==> config.mk <==
export PLATFORM = sky130hd
export DESIGN_NAME = mem_arbiter
export DESIGN_NICKNAME = d
export VERILOG_FILES = /design/src/rtl/mem_arbiter.sv
export SDC_FILE = /design/constraint.sdc
export NUM_CORES = 1
export LEC_CHECK = 0
export ABC_AREA = 1
export CORE_MARGIN = 4
export CORE_UTILIZATION = 40
export CTS_CLUSTER_SIZE = 8
export DETAILED_ROUTE_END_ITERATION = 12
export PLACE_DENSITY = 0.75
export SKIP_LAST_GASP = 1
export SLEW_MARGIN = 10
export SYNTH_ARGS = -nofsm -noshare
export SYNTH_HDL_FRONTEND = slang
export SYNTH_SLANG_ARGS = --single-unit
==> constraint.sdc <==
create_clock -name clk -period 4.7 [get_ports clk]
set_clock_uncertainty 0.15 [all_clocks]
set_input_delay 0.94 -clock clk [delete_from_list [all_inputs] [get_ports clk]]
set_output_delay 0.94 -clock clk [all_outputs]
set_load 0.005 [all_outputs]
==> src/rtl/mem_arbiter.sv <==
`default_nettype none
// ============================================================================
// Module      : mem_arbiter
// Description : Round-robin arbiter that shares a single DRAM port among
//               NUM_C cores. Each transaction goes through four states:
//               IDLE -> ISSUE -> WAIT -> DONE. Only one request is in flight
//               at a time.
// Ports       : clk, rst            - clock, synchronous active-high reset
//               req_valid/req_we    - per-core request strobe and type (1=wr)
//               req_addr/req_wdata  - per-core 16-bit fields, core i at [i*16 +:16]
//               ack                 - per-core one-cycle completion pulse
//               rdata               - per-core registered read data
//               mem_we/mem_addr/mem_wdata/mem_rdata - DRAM port
//               busy                - high whenever the FSM is not in IDLE
// Revision    : 1.0 - initial release
// ============================================================================
module mem_arbiter #(
    parameter int NUM_C = 4
) (
    input  logic                 clk,
    input  logic                 rst,
    input  logic [NUM_C-1:0]     req_valid,
    input  logic [NUM_C-1:0]     req_we,
    input  logic [NUM_C*16-1:0]  req_addr,
    input  logic [NUM_C*16-1:0]  req_wdata,
    output logic [NUM_C-1:0]     ack,
    output logic [NUM_C*16-1:0]  rdata,
    output logic                 mem_we,
    output logic [15:0]          mem_addr,
    output logic [15:0]          mem_wdata,
    input  logic [15:0]          mem_rdata,
    output logic                 busy
);

    localparam int IDX_W = (NUM_C > 1) ? $clog2(NUM_C) : 1;

    localparam logic [1:0] S_IDLE  = 2'd0;
    localparam logic [1:0] S_ISSUE = 2'd1;
    localparam logic [1:0] S_WAIT  = 2'd2;
    localparam logic [1:0] S_DONE  = 2'd3;

    logic [1:0]          state_q, state_d;
    logic [IDX_W-1:0]    ptr_q,   ptr_d;
    logic [IDX_W-1:0]    idx_q,   idx_d;
    logic                we_q,    we_d;
    logic [15:0]         addr_q,  addr_d;
    logic [15:0]         wdata_q, wdata_d;
    logic [NUM_C*16-1:0] rdata_q, rdata_d;

    // Round-robin search results
    logic                gnt_found;
    logic [IDX_W-1:0]    gnt_idx;
    logic [IDX_W:0]      cand;
    logic [IDX_W-1:0]    ptr_next;

    // ------------------------------------------------------------------
    // Round-robin search: walk from ptr_q upward, wrapping at NUM_C, and
    // take the first pending request. cand is one bit wider than an index
    // so ptr + k never overflows before the wrap is applied.
    // ------------------------------------------------------------------
    always_comb begin
        gnt_found = 1'b0;
        gnt_idx   = '0;
        cand      = '0;
        for (int k = 0; k < NUM_C; k++) begin
            cand = {1'b0, ptr_q} + (IDX_W+1)'(k);
            if (cand >= (IDX_W+1)'(NUM_C)) begin
                cand = cand - (IDX_W+1)'(NUM_C);
            end
            if (!gnt_found && req_valid[cand[IDX_W-1:0]]) begin
                gnt_found = 1'b1;
                gnt_idx   = cand[IDX_W-1:0];
            end
        end
        ptr_next = (gnt_idx == IDX_W'(NUM_C-1)) ? '0 : gnt_idx + 1'b1;
    end

    // ------------------------------------------------------------------
    // State register and datapath flops
    // ------------------------------------------------------------------
    always_ff @(posedge clk) begin
        if (rst) begin
            state_q <= S_IDLE;
            ptr_q   <= '0;
            idx_q   <= '0;
            we_q    <= 1'b0;
            addr_q  <= '0;
            wdata_q <= '0;
            rdata_q <= '0;
        end else begin
            state_q <= state_d;
            ptr_q   <= ptr_d;
            idx_q   <= idx_d;
            we_q    <= we_d;
            addr_q  <= addr_d;
            wdata_q <= wdata_d;
            rdata_q <= rdata_d;
        end
    end

    // ------------------------------------------------------------------
    // Next-state and datapath update
    // ------------------------------------------------------------------
    always_comb begin
        state_d = state_q;
        ptr_d   = ptr_q;
        idx_d   = idx_q;
        we_d    = we_q;
        addr_d  = addr_q;
        wdata_d = wdata_q;
        rdata_d = rdata_q;
        case (state_q)
            S_IDLE: begin
                if (gnt_found) begin
                    // Latching the address/data straight into the flops that
                    // feed the DRAM port means they appear in ISSUE and then
                    // simply hold until the next grant.
                    idx_d   = gnt_idx;
                    we_d    = req_we[gnt_idx];
                    addr_d  = req_addr[gnt_idx*16 +: 16];
                    wdata_d = req_wdata[gnt_idx*16 +: 16];
                    ptr_d   = ptr_next;
                    state_d = S_ISSUE;
                end
            end
            S_ISSUE: begin
                state_d = S_WAIT;
            end
            S_WAIT: begin
                // DRAM read data is registered: valid the cycle after ISSUE.
                if (!we_q) begin
                    rdata_d[idx_q*16 +: 16] = mem_rdata;
                end
                state_d = S_DONE;
            end
            S_DONE: begin
                state_d = S_IDLE;
            end
            default: begin
                state_d = S_IDLE;
            end
        endcase
    end

    // ------------------------------------------------------------------
    // Outputs
    // ------------------------------------------------------------------
    always_comb begin
        ack       = '0;
        mem_we    = (state_q == S_ISSUE) && we_q;
        busy      = (state_q != S_IDLE);
        mem_addr  = addr_q;
        mem_wdata = wdata_q;
        rdata     = rdata_q;
        if (state_q == S_DONE) begin
            ack[idx_q] = 1'b1;
        end
    end

endmodule
`default_nettype wire

==> metrics.md <==
| Metric | Value |
|---|---|
| Via Count | `7,231` |
| Initial core utilization | `41.0%` |
| TNS Setup | `0 ns` |
| Most used cell, CP | `inv_1` |
| Crit-path max FO | `18` |
| VDD IR max | `0.504 mV` |
| Port Buffers | `255` |
| Vias/cell | `5.04` |
| # Post-CTS Setup Buffers | `0` |
| Placed Cells incl. Taps | `1,420` |
| Final net count | `1,386` |
| Critical Path Start Type | `flop` |
| Clock Sink Count | `103` |
| Post_cts resized | `0` |
| Syn Inst Count | `1,011` |
| Post-detail-place hpwl | `15.3 mm` |
| Total Power | `4.84 mW` |
| Setup violations, final | `0` |
| Yosys reg bits | `103` |
| Core Box Area | `0.0153 mm²` |
| Global Route Usage Sum | `22.8%` |
| Fillcell total | `1,472` |
| Max cap viols | `0` |
| Post-synthesis sequential area ratio | `33.0%` |
| GR met1 Demand/Resource | `26.7%` |
| Row cnt | `45` |
| Buffers and inverters on the worst path | `3` |
| Worst EP required | `3.61 ns` |
| Synth cell types | `30` |
| Fin crit period | `3.47 ns` |
| RSZ-0062 raised after global routing | `false` |
| Arrival time worst endpoint | `2.38 ns` |
| Leak pwr | `4.33 nW` |
| Busiest layer in global routing | `met2` |
| Non-Filler Instances | `1,436` |
| PwrDens | `528 mW/mm²` |
| Worst-case clock buffer depth | `2` |
| Total CTS buffers | `9` |
| Initial antenna violation count | `0` |
| Final wirelength | `21.1 mm` |
| Commonest non-fill, non-tap cell in the layout | `clkdlybuf4s50_1` |
| Number of global-route vias before repair | `6,651` |
| Worst Hold Class | `reg -> reg` |
| Commonest cells after routing, fill and taps aside | `254 x clkdlybuf4s50_1, 215 x nand2_1, 194 x inv_1` |
| CP Class | `reg -> out` |
| Reg area | `0.00206 mm²` |
| DIE HEIGHT | `133 µm` |
| Clock transition at path regs | `0.07 ns` |
| Global-route wire length before repair | `33.1 mm` |
| Ant. Diodes | `0` |
| Latest clock arrival within the worst-skew pair | `0.35 ns` |
| Grt met2 use | `38.0%` |
| CP max-delay cell | `dfxtp_1` |
| Die area | `0.0177 mm²` |
| Remaining DRCs | `0` |
| WL/cell | `14.7 µm` |
| Crit path cell chain | `inv_1 -> ha_1 -> nand2_1 -> inv_1 -> clkdlybuf4s50_1` |
| Slew @ Worst Pin | `0.876 ns` |
| First-pass detailed-route iteration total | `6` |
| GR Overflow Total | `0` |
| Area delta synth->final | `46.6%` |
| 1st-iter DRT viols | `515` |
| Status | `finished clean` |
| Area of the multi-input gates | `0.00312 mm²` |
| Post-DRT Antenna Nets | `0` |
| Ranking of synthesized cells by area | `dfxtp_1 33%, nand2_1 13%, inv_1 12%` |
| Yosys warnings | `0` |
| Slew Limit Fails | `0` |
| Root Buffer Master | `clkbuf_16` |
| Final GP Congestion | `0.893` |
| Setup WS pre-CTS | `1.29 ns` |
| M3 GR Usage | `8.17%` |
| Tcrit/Tclk final | `73.8%` |
| Io pins | `256` |
| Die W | `133 µm` |
| Post-synth top area share | `33.0%` |
| CP top delay family | `buffers and inverters` |
| CTS tree | `built` |
| Largest net degree at the start of global routing | `68` |
| # hold bufs at CTS | `0` |
| Final worst setup slack | `1.23 ns` |
| Synthesized area | `0.00625 mm²` |
| Relative slew slack | `41.2%` |
| Layout cell share with drive strength beyond 1 | `4.57%` |
| Post-Syn Nets | `1,177` |
| Critical path's largest stage delay | `0.62 ns` |
| Fmax | `288 MHz` |
| H-tree depth | `3` |
| Area leader, netlist | `dfxtp_1` |
| Worst Setup End Kind | `output port` |
| Final Hold Vio Count | `0` |
| Syn_area_per_cell | `6.18 µm²` |
[cells in the mapped netlist, drive strengths merged]
cell	instances
nand4	68
clkbuf	29
clkinv	1
ha	12
o211a	3
or3b	12
o21ai	18
nand3	127
nor2	105
nor4	1
a21oi	57
buf	40
a31oi	3
a211oi	4
or3	1
nor3	1
a22oi	6
inv	198
dfxtp	103
nand2	222
[power by group]
group / switching (mW) / internal (mW) / leakage [nW]
clock: 0.363 / 0.477 / 0.160
combinational: 1.77 / 1.07 / 3.33
sequential: 0.115 / 1.05 / 0.840
[cell type report]
class,count,area share (%)
multi-input combinational,640,34.1
timing repair buffer,267,28.8
sequential,103,22.5
inverter,199,8.20
tap,211,2.88
clock buffer,10,2.50
clock inverter,6,1.06
[tightest hold or removal path: cells and delay by family (launching register included)]
kind,cells,cell delay (ns)
buffers and inverters,1,0.05
flip-flops,1,0.32
AO/OA/AOI/OAI,1,0.05
[through the flow]
step | util, % | hold slack [ns] | cell area, µm²
after floorplan | - | 0.290 | 6250
after global placement | 57.9 | 0.285 | 8830
after detailed placement | 57.9 | 0.289 | 8830
after CTS | 60.0 | 0.305 | 9160
after global routing | 60.1 | 0.333 | 9170
final | 60.1 | 0.305 | 9170
[worst paths after layout]
kind,slack (ns),endpoint,cells past startpoint,startpoint
worst max-delay path,1.23,ack[0],5,idx_q[0]
worst max register to register,1.41,rdata[36],7,idx_q[0]
worst min-delay path,0.31,rdata[56],2,rdata[56]
worst min register to register,0.31,rdata[56],2,rdata[56]
[kinds of logic (layout without fill, tap and decap cells)]
group / after synthesis / count (layout) / share of synthesized area, %
simple gates: 537 / 537 / 39.5
flops: 103 / 103 / 33.0
fa+ha+maj: 12 / 12 / 2.40
buf+inv: 268 / 482 / 17.2
compound gates: 91 / 91 / 7.99
[routing by layer]
layer | share of wire, % | vias up | wire length [µm]
li1 | - | 3602 | -
met1 | 39 | 3237 | 8220
met2 | 46 | 350 | 9820
met3 | 12 | 42 | 2470
met4 | 3.0 | 0 | 624
met5 | 0 | - | 0
[registers in the layout (all words and copies together) (netlist names)]
register and cells:
state_q 2, rdata 64, mem_addr 16, we_q 1, mem_wdata 16, ptr_q 2, idx_q 2
Power figures use the tool's default switching activity.
==> RTL edit: new RTL, config.mk and constraints unchanged <==
Set the parameter `NUM_C` to 8 (it was 4).
--- a/src/rtl/mem_arbiter.sv
+++ b/src/rtl/mem_arbiter.sv
@@ -17,3 +17,3 @@
 module mem_arbiter #(
-    parameter int NUM_C = 4
+    parameter int NUM_C = 8
 ) (
Interface: changed (6 resized); port bits go from 256 to 460. No check against the original RTL was run, so the function may have changed too.
==> RTL edit against the original RTL <==
Synthesized cell count increased by 46%. Power increased by 110%. Critical endpoint is now rdata[52]. Sequential cell count increased by 66. Routed wire length increased by 110%. Synthesized area increased by 53%. Clock power increased by 77%. Design area increased by 62%. Worst setup slack got worse by 0.77 ns. Largest cell class unchanged.
==> RTL edit: results (changes against the original RTL) <==
CTS clock-pin slew for the worst setup and hold paths: 0.08 ns
DPL Wire Length: 32700 um (+110%)
routed len/inst: 20.1 um (+37%)
Worst IR Drop VDD: 1210 uV (+140%)
largest cells by area after synthesis: dfxtp_1 35%, nand2_1 17%, nand3_1 14%
post-CTS setup buffer count: 0 (unchanged)
vias in the first global route: 11400 (+71%)
most frequent cells after synthesis: 430 x nand2_1, 258 x nand3_1, 169 x dfxtp_1, 130 x a21oi_1, 120 x o21ai_0
post-synthesis xor/xnor area fraction: 0.525% (+0.52 points)
Slew HR: 24.4% (-17 points)
first-pass GRT wire length: 66700 um (+100%)
Synth Area in Adders: 1.31% (-1.1 points)
NumNets Final: 2164 (+56%)
# port buffers: 459 (+80%)
Synthesized Nets: 1775 (+51%)
Crit Path Max Fanout: 30 (+12)
max reg flops: 128 (+100%)
GPL Wtd Cong: 0.920 (+3.0%)
status: finished, final reports clean
worst skew pair latency: 0.43 ns (+0.08 ns)
CP max-delay cell: nor2_1
DR vias/cell: 5.41 (+7.5%)
part of the Yosys area used for sequential elements: 35.5% (+2.5 points)
Top FF cell, synth: dfxtp_1
leakage power: 6.22 nW (+43%)
H-tree levels: 4 (+1)
Critical Path AT: 4.39 ns (+2.01 ns)
share of layout cells above drive strength 1: 4.26% (-0.31 points)
number of synthesis warnings: 0 (unchanged)
largest net degree at the start of global routing: 133 (+96%)
switch share: 54.8% (+8.4 points)
initial drt markers: 1099 (+110%)
gr usage total: 32.2% (+9.4 points)
Netlist cell types: 36 (+20%)
Num CTS Buffers: 17 (+8)
family with the most delay on the worst path: simple AND/OR/NAND/NOR gates
Compound-Gate Fraction of Synth Area: 16.6% (+8.6 points)
Clock Tree Root: clkbuf_16
fillers: 2173 (+48%)
slowest stage delay, CP: 0.59 ns (-0.03 ns)
Post-CTS Resized: 0 (unchanged)
initial antenna violation count: 10 (+10)
ys async rst share: 0% (unchanged)
[RTL edit: cell count changes in the layout (fill, tap and decap cells not counted), moves of 8 or more]
cell and change:
nand2_1 +215, clkdlybuf4s50_1 +204, inv_1 -139, nand3_1 +134
o21ai_0 +104, a21oi_1 +73, dfxtp_1 +66, nand4_1 -48
nor2_1 -22, o211a_1 +21, nor3_1 +20, or3b_2 -12
buf_4 +9, clkbuf_16 +8
[RTL edit: cell type report]
cell class / count / area share [%]
Multi-Input combinational cell: 1126 / 36.0
Timing Repair Buffer: 483 / 32.4
Sequential cell: 169 / 22.8
Clock buffer: 17 / 2.87
Tap cell: 319 / 2.69
Inverter: 67 / 1.71
Clock inverter: 15 / 1.43
Antenna cell: 5 / 0.0844
[RTL edit: stage by stage]
step / worst slack, ns / power (mW) / utilization (%) / instance area, um2 / std cells
floorplan: 1.61 / 6.74 / - / 9540 / 1475
global route: 0.143 / 11.1 / 63.2 / 14800 / 2201
finish: 0.454 / 10.2 / 63.2 / 14800 / 2201
CTS: 0.481 / 10.1 / 63.1 / 14800 / 2196
global placement: 0.546 / 8.57 / 60.4 / 14200 / 2164
detailed placement: 0.495 / 8.62 / 60.4 / 14200 / 2164
[RTL edit: worst register-to-register path: cells and delay by family (launching register included)]
| kind | cells | cell delay, ns |
|---|---|---|
| buffers and inverters | 6 | 1.54 |
| and+or+nand+nor | 4 | 1.54 |
| adders and majority gates | 2 | 0.50 |
| DFF | 1 | 0.31 |
| AOI/OAI and AO/OA | 1 | 0.07 |
[RTL edit: cells by family (layout without fill, tap and decap cells)]
kind of cell	count (synthesis)	in the layout
compound gates	286	286
xor+xnor	4	4
fa+ha+maj	10	10
buf+inv	180	582
flops	169	169
other cells	0	5
simple gates	826	826
[RTL edit: path summary, 6_finish.rpt]
path	from	end	slack [ns]	depth (start not counted)
worst min-delay path	rdata[116]	rdata[116]	0.32	2
worst min register to register	rdata[116]	rdata[116]	0.32	2
worst max register to register	idx_q[0]	rdata[52]	0.45	13
worst max-delay path	idx_q[0]	rdata[52]	0.45	13
[RTL edit: layer usage]
layer / track usage [%] / routed length, um / vias up
li1: - / - / 5728
met4: 13.2 / 1790 / 10
met3: 9.74 / 4290 / 107
met5: 0 / 75 / -
met1: 41.2 / 18200 / 5490
met2: 50.7 / 20000 / 580
[RTL edit: power by group through the flow]
stage / Clock, mW / Combinational [mW] / Sequential, mW
final: 1.49 / 6.96 / 1.71
after global routing: 1.56 / 7.77 / 1.73
after CTS: 1.51 / 6.91 / 1.71
after detailed placement: 0 / 6.88 / 1.74
after global placement: 0 / 6.83 / 1.74
after floorplan: 0 / 5.01 / 1.73
